===== config.mk =====
export PLATFORM = sky130hd
export DESIGN_NAME = squash_shift
export DESIGN_NICKNAME = d
export VERILOG_FILES = /design/src/rtl/squash_pkg.sv /design/src/rtl/squash_shift_reg.sv /design/src/rtl/squash_shift.sv
export SDC_FILE = /design/constraint.sdc
export NUM_CORES = 1
export LEC_CHECK = 0
export ABC_AREA = 1
export BUFFER_PORTS_ARGS = -buffer_cell sky130_fd_sc_hd__buf_2
export CORE_AREA = 2 2 125 91
export DETAILED_ROUTE_END_ITERATION = 7
export DIE_AREA = 0 0 127 93
export GPL_ROUTABILITY_DRIVEN = 0
export PLACE_DENSITY = 0.88
export SLEW_MARGIN = 40
export SYNTH_ARGS = -nofsm -noshare
export SYNTH_HDL_FRONTEND = slang
export SYNTH_SLANG_ARGS = --single-unit

===== constraint.sdc =====
create_clock -name clk_i -period 6.2 [get_ports clk_i]
set_clock_uncertainty 0.15 [all_clocks]
set_input_delay 1.55 -clock clk_i [delete_from_list [all_inputs] [get_ports clk_i]]
set_output_delay 1.55 -clock clk_i [all_outputs]
set_load 0.03 [all_outputs]

===== src/rtl/squash_pkg.sv =====
`default_nettype none
// ============================================================================
// Package  : squash_pkg
// Shared widths, frame constants and FSM state type for the XOR-squash chain.
// Revision : 1.0 - initial release
// ============================================================================
package squash_pkg;

    localparam int c_TOTAL_WIDTH  = 128;
    localparam int c_SQUASH_WIDTH = 8;
    localparam int c_FRAME_LEN    = c_TOTAL_WIDTH / c_SQUASH_WIDTH;
    localparam int c_CNT_WIDTH    = $clog2(c_FRAME_LEN + 1);

    typedef enum logic [0:0] {
        FILL = 1'b0,
        HOLD = 1'b1
    } squash_state_t;

endpackage : squash_pkg
`default_nettype wire


===== src/rtl/squash_shift_reg.sv =====
`default_nettype none
// ============================================================================
// Module   : squash_shift_reg
// TOTAL_WIDTH-bit shift register, SQUASH_WIDTH bits in per enabled cycle.
// Revision : 1.0 - initial release
// ============================================================================
module squash_shift_reg
    import squash_pkg::*;
#(
    parameter int TOTAL_WIDTH  = c_TOTAL_WIDTH,
    parameter int SQUASH_WIDTH = c_SQUASH_WIDTH
) (
    input  logic                     clk_i,
    input  logic                     rst_i,
    input  logic                     shift_en_i,
    input  logic [SQUASH_WIDTH-1:0]  data_i,
    output logic [TOTAL_WIDTH/2-1:0] hi_o,
    output logic [TOTAL_WIDTH/2-1:0] lo_o
);

    logic [TOTAL_WIDTH-1:0] r_shift;

    // The oldest byte falls off the top of hi; lo's top byte crosses into hi.
    always_ff @(posedge clk_i or posedge rst_i) begin
        if (rst_i) begin
            r_shift <= '0;
        end else if (shift_en_i) begin
            r_shift <= {r_shift[TOTAL_WIDTH-SQUASH_WIDTH-1:0], data_i};
        end
    end

    assign hi_o = r_shift[TOTAL_WIDTH-1:TOTAL_WIDTH/2];
    assign lo_o = r_shift[TOTAL_WIDTH/2-1:0];

endmodule : squash_shift_reg
`default_nettype wire


===== src/rtl/squash_shift.sv =====
`default_nettype none
// ============================================================================
// Module   : squash_shift
// Collects squash results into a 128-bit frame, presented via valid/ready.
// Optional partial-frame close: define SQUASH_SHIFT_FLUSH_EN.
// Revision : 1.0 - initial release
// ============================================================================
module squash_shift
    import squash_pkg::*;
#(
    parameter int TOTAL_WIDTH  = c_TOTAL_WIDTH,
    parameter int SQUASH_WIDTH = c_SQUASH_WIDTH,
    parameter int FRAME_LEN    = TOTAL_WIDTH / SQUASH_WIDTH,
    parameter int LEN_W        = $clog2(FRAME_LEN + 1)
) (
    input  logic                     clk_i,
    input  logic                     rst_i,
    input  logic                     sq_valid_i,
    input  logic [SQUASH_WIDTH-1:0]  sq_data_i,
    output logic                     sq_ready_o,
    output logic [TOTAL_WIDTH/2-1:0] hi_o,
    output logic [TOTAL_WIDTH/2-1:0] lo_o,
    output logic                     frame_valid_o,
`ifdef SQUASH_SHIFT_FLUSH_EN
    input  logic                     flush_i,
`endif
    input  logic                     frame_ready_i,
    output logic [LEN_W-1:0]         frame_len_o
);

    squash_state_t    r_state;
    logic [LEN_W-1:0] r_cnt;
    logic             r_sq_ready;
    logic             r_frame_valid;
    logic [LEN_W-1:0] r_frame_len;

    logic             w_accept;
    logic             w_last;
    logic             w_flush;
    logic             w_close;
    logic [LEN_W-1:0] w_fill_len;

    // Ready is only ever high in FILL, so an accept implies FILL.
    assign w_accept   = sq_valid_i & r_sq_ready;
    assign w_last     = (r_cnt == LEN_W'(FRAME_LEN - 1));
    assign w_fill_len = r_cnt + {{(LEN_W-1){1'b0}}, w_accept};

`ifdef SQUASH_SHIFT_FLUSH_EN
    assign w_flush = flush_i && (r_state == FILL) && ((r_cnt != '0) || w_accept);
`else
    assign w_flush = 1'b0;
`endif

    assign w_close = (w_accept & w_last) | w_flush;

    always_ff @(posedge clk_i or posedge rst_i) begin
        if (rst_i) begin
            r_state       <= FILL;
            r_cnt         <= '0;
            r_sq_ready    <= 1'b1;
            r_frame_valid <= 1'b0;
            r_frame_len   <= '0;
        end else begin
            case (r_state)
                FILL: begin
                    if (w_close) begin
                        r_state       <= HOLD;
                        r_sq_ready    <= 1'b0;
                        r_frame_valid <= 1'b1;
                        r_frame_len   <= w_fill_len;
                        r_cnt         <= '0;
                    end else if (w_accept) begin
                        r_cnt <= r_cnt + LEN_W'(1);
                    end
                end
                HOLD: begin
                    if (frame_ready_i && r_frame_valid) begin
                        r_state       <= FILL;
                        r_sq_ready    <= 1'b1;
                        r_frame_valid <= 1'b0;
                        r_frame_len   <= '0;
                    end
                end
                default: begin
                    r_state <= FILL;
                end
            endcase
        end
    end

    squash_shift_reg #(
        .TOTAL_WIDTH  (TOTAL_WIDTH),
        .SQUASH_WIDTH (SQUASH_WIDTH)
    ) u_shift_reg (
        .clk_i      (clk_i),
        .rst_i      (rst_i),
        .shift_en_i (w_accept),
        .data_i     (sq_data_i),
        .hi_o       (hi_o),
        .lo_o       (lo_o)
    );

    assign sq_ready_o    = r_sq_ready;
    assign frame_valid_o = r_frame_valid;
    assign frame_len_o   = r_frame_len;

endmodule : squash_shift
`default_nettype wire

== Yosys cells after proc, flatten, opt, wreduce, memory -nomap -nowiden ==
Index checks and enable logic that the tools add are counted.

* Logic and storage cells: 32
* Input port bits: 12
* Flip-flop bits (word level): 141
* Output and inout port bits: 135

* Muxes and demuxes: 14
* Add/sub/neg operators: 2
* Bitwise logic cells: 3
* Reduce and logical (&&, ||, !) cells: 4
* Eq/ne operators: 3

{| class="wikitable"
|+ Operators with widths
! operator !! count
|-
| 2-to-1 mux 5 bit || 4
|-
| case mux 5 bit (2 select lines) || 1
|-
| 2-to-1 mux 1 bit || 6
|-
| case mux 1 bit (2 select lines) || 3
|-
| adder 5 x 1 -> 5 bit || 1
|-
| adder 5 x 1 -> 5 bit (second input constant) || 1
|-
| equality test 5 x 4 -> 1 bit (second input constant) || 1
|-
| AND reduction 2 bit || 2
|-
| AND 1 bit || 2
|-
| != test 2 x 1 -> 1 bit (second input constant) || 1
|-
| != test 2 bit (second input constant) || 1
|-
| nonzero test 2 bit || 1
|-
| logical AND 1 bit || 1
|-
| inverter 1 bit || 1
|}

== Depth between registers and ports, before layout ==
Gate-level depths: netlist (run 1).

* Word-level depth: 4
* Mapped depth: 11

== By module ==
From an unflattened synthesis (run 1), not the netlist that was laid out.

* Cell total of the unflattened synthesis: 618
* Area, all modules: 5635.4 µm²

{| class="wikitable"
|+ Modules (own cells, without submodules)
! module !! times used !! cells an instance !! area each (µm²)
|-
| squash_shift_reg || 1 || 542 || 4963.5
|-
| squash_shift || 1 || 76 || 671.9
|}

== Worst setup path after synthesis (run 1) ==
No wires, ideal clock.

* Path type: input-to-reg
* From: in sq_valid_i
* To: reg r_frame_len[2], in the netlist frame_len_o[2]
* Arrival: 2.594 ns
* Setup slack: 3.337 ns
* Path buffers: 2
* Stages on the path: 9
* Path through: nand2_2 > inv_2 > buf_6 > buf_4 > ha_1 > ha_1 > xor2_1 > nand2_1 > nand2_1

* Cells in the longest elaborated chain, start to end: 4
* Elaborated cells between the ends (all ways): 7
* Those cells by class: 1 x add/sub; 1 x eq/ne; 2 x mux; 2 x bitwise; 1 x reduce/logical

{| class="wikitable"
|+ Ends and longest elaborated chain
! item !! line !! text
|-
| from (decl) || squash_shift.sv:18 || <nowiki>input logic sq_valid_i,</nowiki>
|-
| AND 1 bit * || squash_shift.sv:44 || <nowiki>assign w_accept = sq_valid_i & r_sq_ready;</nowiki>
|-
| via u_shift_reg.shift_en_i || squash_shift_reg.sv:15 || <nowiki>input logic shift_en_i,</nowiki>
|-
| adder 5 x 1 -> 5 bit / AND 1 bit (equally long branches) || squash_shift.sv:46, squash_shift.sv:54 ||
|-
| 2-to-1 mux 5 bit / != test 2 bit (equally long branches) || n/a ||
|-
| case mux 5 bit (2 select lines) / AND reduction 2 bit (equally long branches) || n/a ||
|-
| to (signal assigned) || squash_shift.sv:70 || <nowiki>r_frame_len <= w_fill_len;</nowiki>
|-
| to (decl) || squash_shift.sv:35 || <nowiki>logic [LEN_W-1:0] r_frame_len;</nowiki>
|}

Mark *: on every way through the listed nets, which the timed path passes. The rest lies on a longest branch. The select of a mux whose other input is x is not followed.
A chain may end at the register's enable or synchronous reset.

== Worst setup path after layout (run 1) ==
* From: in sq_valid_i
* To: reg r_cnt[1]

* Cells in the longest elaborated chain, start to end: 4
* Elaborated cells between the ends (all ways): 5
* Those cells by class: 1 x mux; 2 x bitwise; 2 x reduce/logical

{| class="wikitable"
|+ Ends and longest elaborated chain
! item !! line !! text
|-
| AND 1 bit * || squash_shift.sv:44 ||
|-
| AND 1 bit || squash_shift.sv:54 || <nowiki>assign w_close = (w_accept & w_last) | w_flush;</nowiki>
|-
| nonzero test 2 bit (no line) || n/a ||
|-
| AND reduction 2 bit (no line) || n/a ||
|-
| to (signal assigned) || squash_shift.sv:73 || <nowiki>r_cnt <= r_cnt + LEN_W'(1);</nowiki>
|-
| to (decl) || squash_shift.sv:32 || <nowiki>logic [LEN_W-1:0] r_cnt;</nowiki>
|}

Every way passes the cells marked *; elsewhere a longest branch is shown, timed or not.

==> results of run 1 <==
cell families after synthesis:
kind of cell               count (synthesis)  synth area share
xor gates and xnor gates                   2           0.00323
DFF                                      141             0.652
adders and majority gates                  3           0.00693
buffers and inverters                     97            0.0797
AOI/OAI and AO/OA                        123             0.114
and+or+nand+nor                          195             0.144
state kept, by name (all words and copies together) (netlist names):
| signal | count |
|---|---|
| frame_len_o | 5 |
| frame_valid_o | 1 |
| r_cnt | 5 |
| r_state | 1 |
| sq_ready_o | 1 |
| u_shift_reg.r_shift | 128 |
layer usage:
layer	wire length, um	vias to the layer above	global-route usage
met5	0	-	0
met4	199	0	0.0842
met3	944	18	0.0629
met2	6040	159	0.358
met1	5550	2114	0.309
li1	-	2041	-
synthesized netlist by cell type:
cell / count / area, um2
inv_1: 67 / 251
nor2_1: 2 / 7.51
inv_2: 1 / 3.75
nand2_1: 175 / 657
o21ai_1: 18 / 90.1
buf_2: 12 / 60.1
nand2_2: 4 / 25.0
nor2_4: 2 / 22.5
xor2_1: 1 / 8.76
nand3_1: 8 / 40.0
xnor2_1: 1 / 8.76
buf_6: 2 / 22.5
nor2_2: 1 / 6.26
a21oi_1: 2 / 10.0
clkbuf_1: 5 / 18.8
dfstp_2: 1 / 26.3
o21ai_0: 102 / 510
nand4_1: 2 / 12.5
ha_1: 3 / 37.5
nand3_2: 1 / 10.0
a21oi_2: 1 / 8.76
buf_4: 10 / 75.1
dfrtp_1: 140 / 3500
how the worst max path moves through the flow:
stage          startpoint              to  slack, ns
2_1_floorplan       rst_i  frame_len_o[0]       0.72
3_3_place_gp   sq_valid_i        r_cnt[3]       2.58
3_5_place_dp   sq_valid_i        r_cnt[1]       2.75
4_1_cts        sq_valid_i        r_cnt[1]       3.16
5_1_grt        sq_valid_i        r_cnt[3]       2.98
6_report       sq_valid_i        r_cnt[1]       3.12
worst register-to-register path, stage by stage (launching register included):
cell and delay, ns:
dfstp_2 0.56, nand2_4 0.31, clkinv_2 0.17, clkbuf_8 0.52, nand2_2 0.33, a21oi_2 0.17, nand2_1 0.07, nand2_1 0.05
final cells by class:
type | instances | area, um2
Inverter | 68 | 262
Timing Repair Buffer | 149 | 763
Clock inverter | 12 | 143
Tap cell | 136 | 170
Sequential cell | 141 | 3530
Clock buffer | 20 | 467
Multi-Input combinational cell | 323 | 1460
Fill cell | 854 | 3860
through the flow:
step / util / cells / cell area [um2] / worst slack (ns) / total power, mW
6_report: 0.638 / 849 / 6790 / 3.12 / 1.97
5_1_grt: 0.638 / 849 / 6790 / 2.98 / 2.03
4_1_cts: 0.637 / 849 / 6790 / 3.16 / 1.99
3_3_place_gp: 0.580 / 817 / 6170 / 2.58 / 0.959
2_1_floorplan: - / 561 / 5420 / 0.720 / 0.951
3_5_place_dp: 0.580 / 817 / 6180 / 2.75 / 0.960
report_power, final:
group	internal, mW	switching [mW]
Combinational	0.00324	0.0184
Sequential	0.921	0
Clock	0.660	0.372
Total	1.58	0.390
cells in the final DEF, fill, tap and decap left out:
cell	n
nand2_1	175
buf_2	146
dfrtp_1	140
o21ai_0	102
inv_1	66
o21ai_1	18
clkbuf_16	17
nand3_1	8
clkinv_2	7
clkbuf_8	4
nand2_2	3
ha_1	3
clkinvlp_4	3
bufinv_16	3
nor2_4	2
a21oi_1	2
nor2_1	2
nand4_1	2
nand2_4	1
nor2_2	1
nand3_2	1
inv_6	1
a21oi_2	1
xor2_1	1
xnor2_1	1
buf_4	1
buf_6	1
dfstp_2	1
==> flow_summary.yaml, run 1 <==
clock_network:
  cts.sinks: 141
  numCtsBuffers: 17
  clk_pin_slew_worst_paths_ns: 0.06
  post_cts_buffers: 0
  cts_hold_buf: 0
  htreeDepth: 4
  tritoncts: "done"
  cts_buffer_depth: 2
  clk_latency_ns: 0.41
  root_buffer: "clkbuf_16"
  post_cts_resized: 0
pwr:
  power_leakage_nw: 3.65
  vdd_ir_drop_max_mv: 0.224
  p_per_area_nw_per_um2: 291
setup_path:
  cp_num_buf_inv: 3
  crit_path_top_delay_cell: "clkbuf_8"
  crit_type: "in -> reg"
  worst_r2r_endpoint: "r_cnt[1]"
  crit_required_ns: 6.40
  cp_common_cell: "nand2_1"
  arrival_ns: 3.28
  crit_fanout: 129
  reg2reg_slack_ns: 3.80
  rr_startpoint: "sq_ready_o"
  end_kind: "register"
  critical-path-top-delay-family: "buffers and inverters"
  reg2reg_depth: 7
  crit_cells: 8
  slowest_delay_ns: 0.52
  path_cells: "buf_2, nand2_4, clkinv_2, clkbuf_8, nand2_2, a21oi_2, nand2_1, nand2_1"
  crit_path_start_kind: "primary input"
synth:
  yosysUniqueCellTypes: 23
  synth_seq_area_share: 0.652
  synth_warnings: 0
  syn_area_um2: 5420
  ys_ff_latch: 141
  syn_nets: 576
  synthCells: 561
  syn_area_per_cell_um2: 9.65
timing:
  hold_slack_ns: 0.339
  rsz0062_at_grt: "no"
  final-setup-viol-count: 0
  drv_slew: 0
  slew_headroom: 0.498
  fin_setup_tns_ns: 0
  post-route-period-util: 0.497
  finalHoldViolations: 0
  fmax_ghz: 0.324
  min_period_ns: 3.08
  max_slew.worst_pin.slew_ns: 0.752
run:
  max_cap_viol_count: 0
routing:
  wl_per_cell_um: 15.0
  wl_mm: 12.7
  postRouteAntennaNets: 0
  drc_errors: 0
  firstDrtPassIters: 5
  drtIter0Drc: 289
  vias_per_cell: 5.10
  dr_total_vias: 4332
die:
  fp.dieH_um: 93
  die_area_um2: 11800
  dieWidth_um: 127
  coreArea_um2: 10700
  initial_utilization: 0.509
  rows: 32
  io_pins: 147
placed_design:
  io_buffers: 146
  dp_hpwl_mm: 8.49
finish:
  area_growth_pct: 25.4
  diodes: 0
  layout-drive-gt1-share: 0.271
  finalNetCount: 715
hold_path:
  hold_start: "u_shift_reg.r_shift[120]"
  hp-class: "reg -> reg"
  whs_endpoint: "u_shift_reg.r_shift[120]"
  hold_depth: 2
global_route:
  grt_pass1_vias: 4290
  grt_usage: 0.228
  grt_antenna_before_repair: 0
  grt_max_degree: 130
  grt-ovfl-total: 0
  grt_pass1_wl_mm: 21.1
run_status:
  status: "finished clean"
Note: power is estimated with default switching activity, not from simulation.
==> inputs of run 2 (changes only) <==
Clock period 6.2 ns to 3.15 ns, I/O delays scaled along.
==> run 2 against run 1 <==
  * Setup slack worse by 2.1 ns
  * Sequential power is 97% higher
  * Die area stayed put
  * Cell count is 0.24% higher
  * Sequential share of layout area hardly changed
  * Non-clock buffer count is 2 higher
  * Sequential cell count stayed put
  * First-iteration DRC count is 6.6% lower
  * Clock power is 79% higher
  * Clock-buffer cell count is 7 higher
==> flow_summary.yaml, run 2 (synthesis gave the netlist of run 1 again) <==
finish:
  fillers: 837
  final_common_cell: "nand2_1"
  utilization: 0.638
  largest_register: "u_shift_reg.r_shift"
  seq_area_um2: 3530
  largest_register_ffs: 128
  area_growth_pct: 25.4
  finalNetCount: 717
  layout_common_cells: "175 x nand2_1, 146 x buf_2, 140 x dfrtp_1"
  stdcell_count: 851
  multiInputGateArea_um2: 1460
  layout-drive-gt1-share: 0.267
  diodes: 0
timing:
  hold_slack_ns: 0.301
  fin_setup_tns_ns: 0
  slew_headroom: 0.581
  fmax_ghz: 0.472
  finalHoldViolations: 0
  drv_slew: 0
  min_period_ns: 2.12
  final-setup-viol-count: 0
  rsz0062_at_grt: "no"
  post-route-period-util: 0.673
  max_slew.worst_pin.slew_ns: 0.627
pwr:
  p_per_area_nw_per_um2: 545
  vdd_ir_drop_max_mv: 0.325
  comb_power_share: 0.013
  seqPwrFrac: 0.490
  p_switching_mw: 0.749
  swShare: 0.202
  power_leakage_nw: 3.65
  pwr-share-clk: 0.497
  intPower_mw: 2.95
  total_power_mw: 3.70
setup_path:
  crit_required_ns: 2.21
  crit_path_start_kind: "register"
  critical-path-top-delay-family: "flip-flops"
  cp_num_buf_inv: 1
  crit_path_top_delay_cell: "dfstp_2"
  end_kind: "primary output"
  crit_type: "reg -> out"
  crit_fanout: 3
  slowest_delay_ns: 0.56
  arrival_ns: 1.18
  path_cells: "buf_2"
clock_network:
  cts.sinks: 141
  cts_hold_buf: 0
  root_buffer: "clkbuf_16"
  post_cts_resized: 0
  post_cts_buffers: 0
  htreeDepth: 4
  numCtsBuffers: 17
  clk_latency_ns: 0.42
  clk_pin_slew_worst_paths_ns: 0.06
  tritoncts: "done"
  cts_buffer_depth: 2
routing:
  drtIter0Drc: 270
  wl_per_cell_um: 15.1
  vias_per_cell: 5.01
  drc_errors: 0
  dr_total_vias: 4267
  postRouteAntennaNets: 0
  firstDrtPassIters: 5
  wl_mm: 12.8
die:
  coreArea_um2: 10700
  io_pins: 147
  die_area_um2: 11800
  dieWidth_um: 127
  rows: 32
  initial_utilization: 0.509
  fp.dieH_um: 93
global_route:
  grt_pass1_vias: 4190
  grt_antenna_before_repair: 0
  grt_usage: 0.224
  grt_max_degree: 130
  grt-ovfl-total: 0
  grt_pass1_wl_mm: 20.5
placed_design:
  dp_hpwl_mm: 8.60
  io_buffers: 146
  dpl.cell_count: 819
hold_path:
  hp-class: "in -> async"
run:
  max_cap_viol_count: 0
run_status:
  status: "finished clean"
## run 2: changes by cell type in the layout (fill, tap and decap cells not counted)
cell / delta
clkinv_2: -3
buf_12: +4
bufinv_16: -3
buf_6: -1
clkbuf_8: +2
inv_6: -1
clkbuf_1: +4
## run 2: worst reg2reg max path, delay by kind of cell (launching register included)
family          cells  cell delay, ns
flops               1            0.56
simple gates        4            0.56
buf+inv             2            0.54
compound gates      1            0.18
## run 2: per-layer routing
metal  part of all wire  GRT usage
met5                  0          0
met4              0.013     0.0815
met3              0.085     0.0761
met2               0.46      0.345
met1               0.44      0.298
## run 2: layout make-up
| class | count | area share |
|---|---|---|
| Sequential cell | 141 | 0.520 |
| Multi-Input combinational cell | 323 | 0.215 |
| Timing Repair Buffer | 151 | 0.120 |
| Clock buffer | 27 | 0.0770 |
| Inverter | 68 | 0.0383 |
| Tap cell | 136 | 0.0251 |
| Clock inverter | 5 | 0.00442 |
## run 2: through the flow
| step | setup slack (ns) | instance area (um2) |
|---|---|---|
| finish | 1.03 | 6790 |
| global route | 0.961 | 6790 |
| CTS | 1.02 | 6790 |
| detailed placement | 0.774 | 6240 |
| global placement | 0.829 | 6240 |
| floorplan | 0.450 | 5420 |
## run 2: power by group through the flow
stage / sequential, mW / clock, mW / combinational, mW
detailed placement: 1.84 / 0 / 0.0513
finish: 1.81 / 1.84 / 0.0490
floorplan: 1.84 / 0 / 0.0266
CTS: 1.81 / 1.87 / 0.0515
global route: 1.81 / 1.96 / 0.0573
global placement: 1.84 / 0 / 0.0491
## run 2: final timing paths
check,endpoint,startpoint,cells after the start,slack [ns]
setup / recovery,sq_ready_o,sq_ready_o,1,1.03
hold / removal,r_state,rst_i,2,0.30
setup reg to reg,r_cnt[1],sq_ready_o,7,1.11
hold reg to reg,u_shift_reg.r_shift[121],u_shift_reg.r_shift[121],2,0.32
max in group asynchronous,u_shift_reg.r_shift[60],rst_i,3,1.85
min in group clk_i,u_shift_reg.r_shift[121],u_shift_reg.r_shift[121],2,0.32
==> inputs of run 3 (changes only) <==
Settings changed: CORE_AREA 2 2 125 91 to 2 2 132 95, DIE_AREA 0 0 127 93 to 0 0 134 97, PLACE_DENSITY 0.88 to 0.85.
Clock period 3.15 ns to 1.71 ns, I/O delays scaled along.
==> run 3 against run 2 <==
  * Hold slack lost 0.22 ns
  * Routed wire length down 0.76%
  * Core utilization decreased by 2.9 points
  * Die area increased by 10%
  * Via count grew 0.35%
  * Combinational power is 92% higher
  * Non-clock buffer count rose by 11
  * First-iteration DRC count decreased by 10%
  * Sequential share of layout area is 2.0 points lower
  * Global-route usage fell by 2.3 points
  * Final area increased by 4.0%
  * Clock-buffer cell count down 8
  * Critical endpoint unchanged
==> flow_summary.yaml, run 3 (synthesis gave the netlist of run 1 again) <==
setup_path:
  crit_path_start_kind: "register"
  crit_fanout: 2
  slowest_delay_ns: 0.57
  end_kind: "primary output"
  critical-path-top-delay-family: "flip-flops"
  crit_type: "reg -> out"
  crit_required_ns: 1.13
  crit_path_top_delay_cell: "dfstp_2"
  path_cells: "buf_6"
  cp_num_buf_inv: 1
  arrival_ns: 1.11
finish:
  finalInstanceArea_um2: 7060
  area_growth_pct: 30.4
  largest_register_ffs: 128
  final_common_cell: "nand2_1"
  layout-drive-gt1-share: 0.284
  diodes: 0
  seq_area_um2: 3530
  multiInputGateArea_um2: 1500
  finalNetCount: 728
  fillers: 967
  layout_common_cells: "175 x nand2_1, 145 x buf_2, 140 x dfrtp_1"
  largest_register: "u_shift_reg.r_shift"
routing:
  vias_per_cell: 4.85
  drc_errors: 0
  wl_mm: 12.7
  drtIter0Drc: 243
  firstDrtPassIters: 5
  postRouteAntennaNets: 0
  wl_per_cell_um: 14.4
  dr_total_vias: 4282
die:
  dieWidth_um: 134
  die_area_um2: 13000
  io_pins: 147
  coreArea_um2: 11600
  initial_utilization: 0.467
  rows: 33
  fp.dieH_um: 97
timing:
  slew_headroom: 0.749
  rsz0062_at_grt: "yes"
  final-setup-viol-count: 0
  fin_setup_tns_ns: 0
  max_slew.worst_pin.slew_ns: 0.377
  setup_ws_ns: 0.0201
  finalHoldViolations: 0
  min_period_ns: 1.69
  drv_slew: 0
  post-route-period-util: 0.988
  fmax_ghz: 0.592
pwr:
  power_leakage_nw: 3.73
  vdd_ir_drop_max_mv: 0.778
  p_per_area_nw_per_um2: 995
run_status:
  status: "finished clean"
global_route:
  grt_max_degree: 87
  grt_antenna_before_repair: 0
  grt_pass1_vias: 3987
  grt-ovfl-total: 0
  grt_pass1_wl_mm: 20.5
  grt_usage: 0.201
hold_path:
  hp-class: "in -> reg"
placed_design:
  dp_hpwl_mm: 8.67
  placedInstanceArea_um2: 6390
  io_buffers: 146
  place_ws_ns: 0.153
clock_network:
  cts.sinks: 141
  clk_latency_ns: 0.41
  clk_pin_slew_worst_paths_ns: 0.06
  tritoncts: "done"
  htreeDepth: 4
  root_buffer: "clkbuf_16"
  cts_buffer_depth: 2
  numCtsBuffers: 17
run:
  max_cap_viol_count: 0
==> run 3: per-stage QoR <==
stage | total power [mW] | hold slack, ns | cells | util
after floorplan | 3.45 | 0.358 | 561 | -
after global placement | 3.49 | 0.267 | 848 | 0.551
after detailed placement | 3.49 | 0.263 | 848 | 0.551
after CTS | 7.08 | 0.0692 | 882 | 0.604
after global routing | 7.26 | 0.0740 | 883 | 0.609
final | 7.03 | 0.0799 | 883 | 0.609
==> run 3: cell type report <==
class                           instances  share of cell area
Sequential cell                       141               0.500
Timing Repair Buffer                  162               0.140
Tap cell                              157              0.0278
Inverter                               68              0.0374
Clock inverter                         13              0.0198
Clock buffer                           19              0.0627
Multi-Input combinational cell        323               0.213
==> run 3: worst paths after layout <==
check                                               from                  endpoint  slack (ns)  cells past startpoint
worst max-delay path                          sq_ready_o                sq_ready_o        0.02                      1
worst min-delay path                        sq_data_i[7]    u_shift_reg.r_shift[7]        0.08                      3
worst max register to register                sq_ready_o            frame_len_o[4]        0.08                      9
worst min register to register  u_shift_reg.r_shift[123]  u_shift_reg.r_shift[123]        0.33                      2
max in group asynchronous                          rst_i                sq_ready_o        0.40                      4
min in group asynchronous                          rst_i   u_shift_reg.r_shift[60]        0.41                      3
==> run 3: tightest hold or removal path: stages <==
cell and delay, ns:
buf_2 0.08, nand2_1 0.04, o21ai_0 0.06
==> run 3: repair_timing <==
| action | CTS | global route |
|---|---|---|
| gates cloned | 0 | 1 |
| setup endpoints to repair | 1 | 28 |
| buffers inserted | 1 | 0 |
| gates resized for setup | 2 | 5 |
| hold buffers | 1 | 0 |
| pin swaps | 0 | 3 |
| hold endpoints to repair | 7 | 0 |
==> run 3: layer usage <==
metal	up-vias	GRT usage	wire length (um)
li1	2060	-	-
met1	2028	0.287	5900
met2	184	0.295	5620
met3	10	0.0624	1110
met4	0	0.0589	99
met5	-	0	0
==> run 3: report_power, final <==
group | internal (mW) | leakage (nW) | switching, mW | total (mW)
logic | 0.0234 | 1.80 | 0.0708 | 0.0942
registers | 3.34 | 1.64 | 0 | 3.34
clock network | 2.19 | 0.287 | 1.40 | 3.60
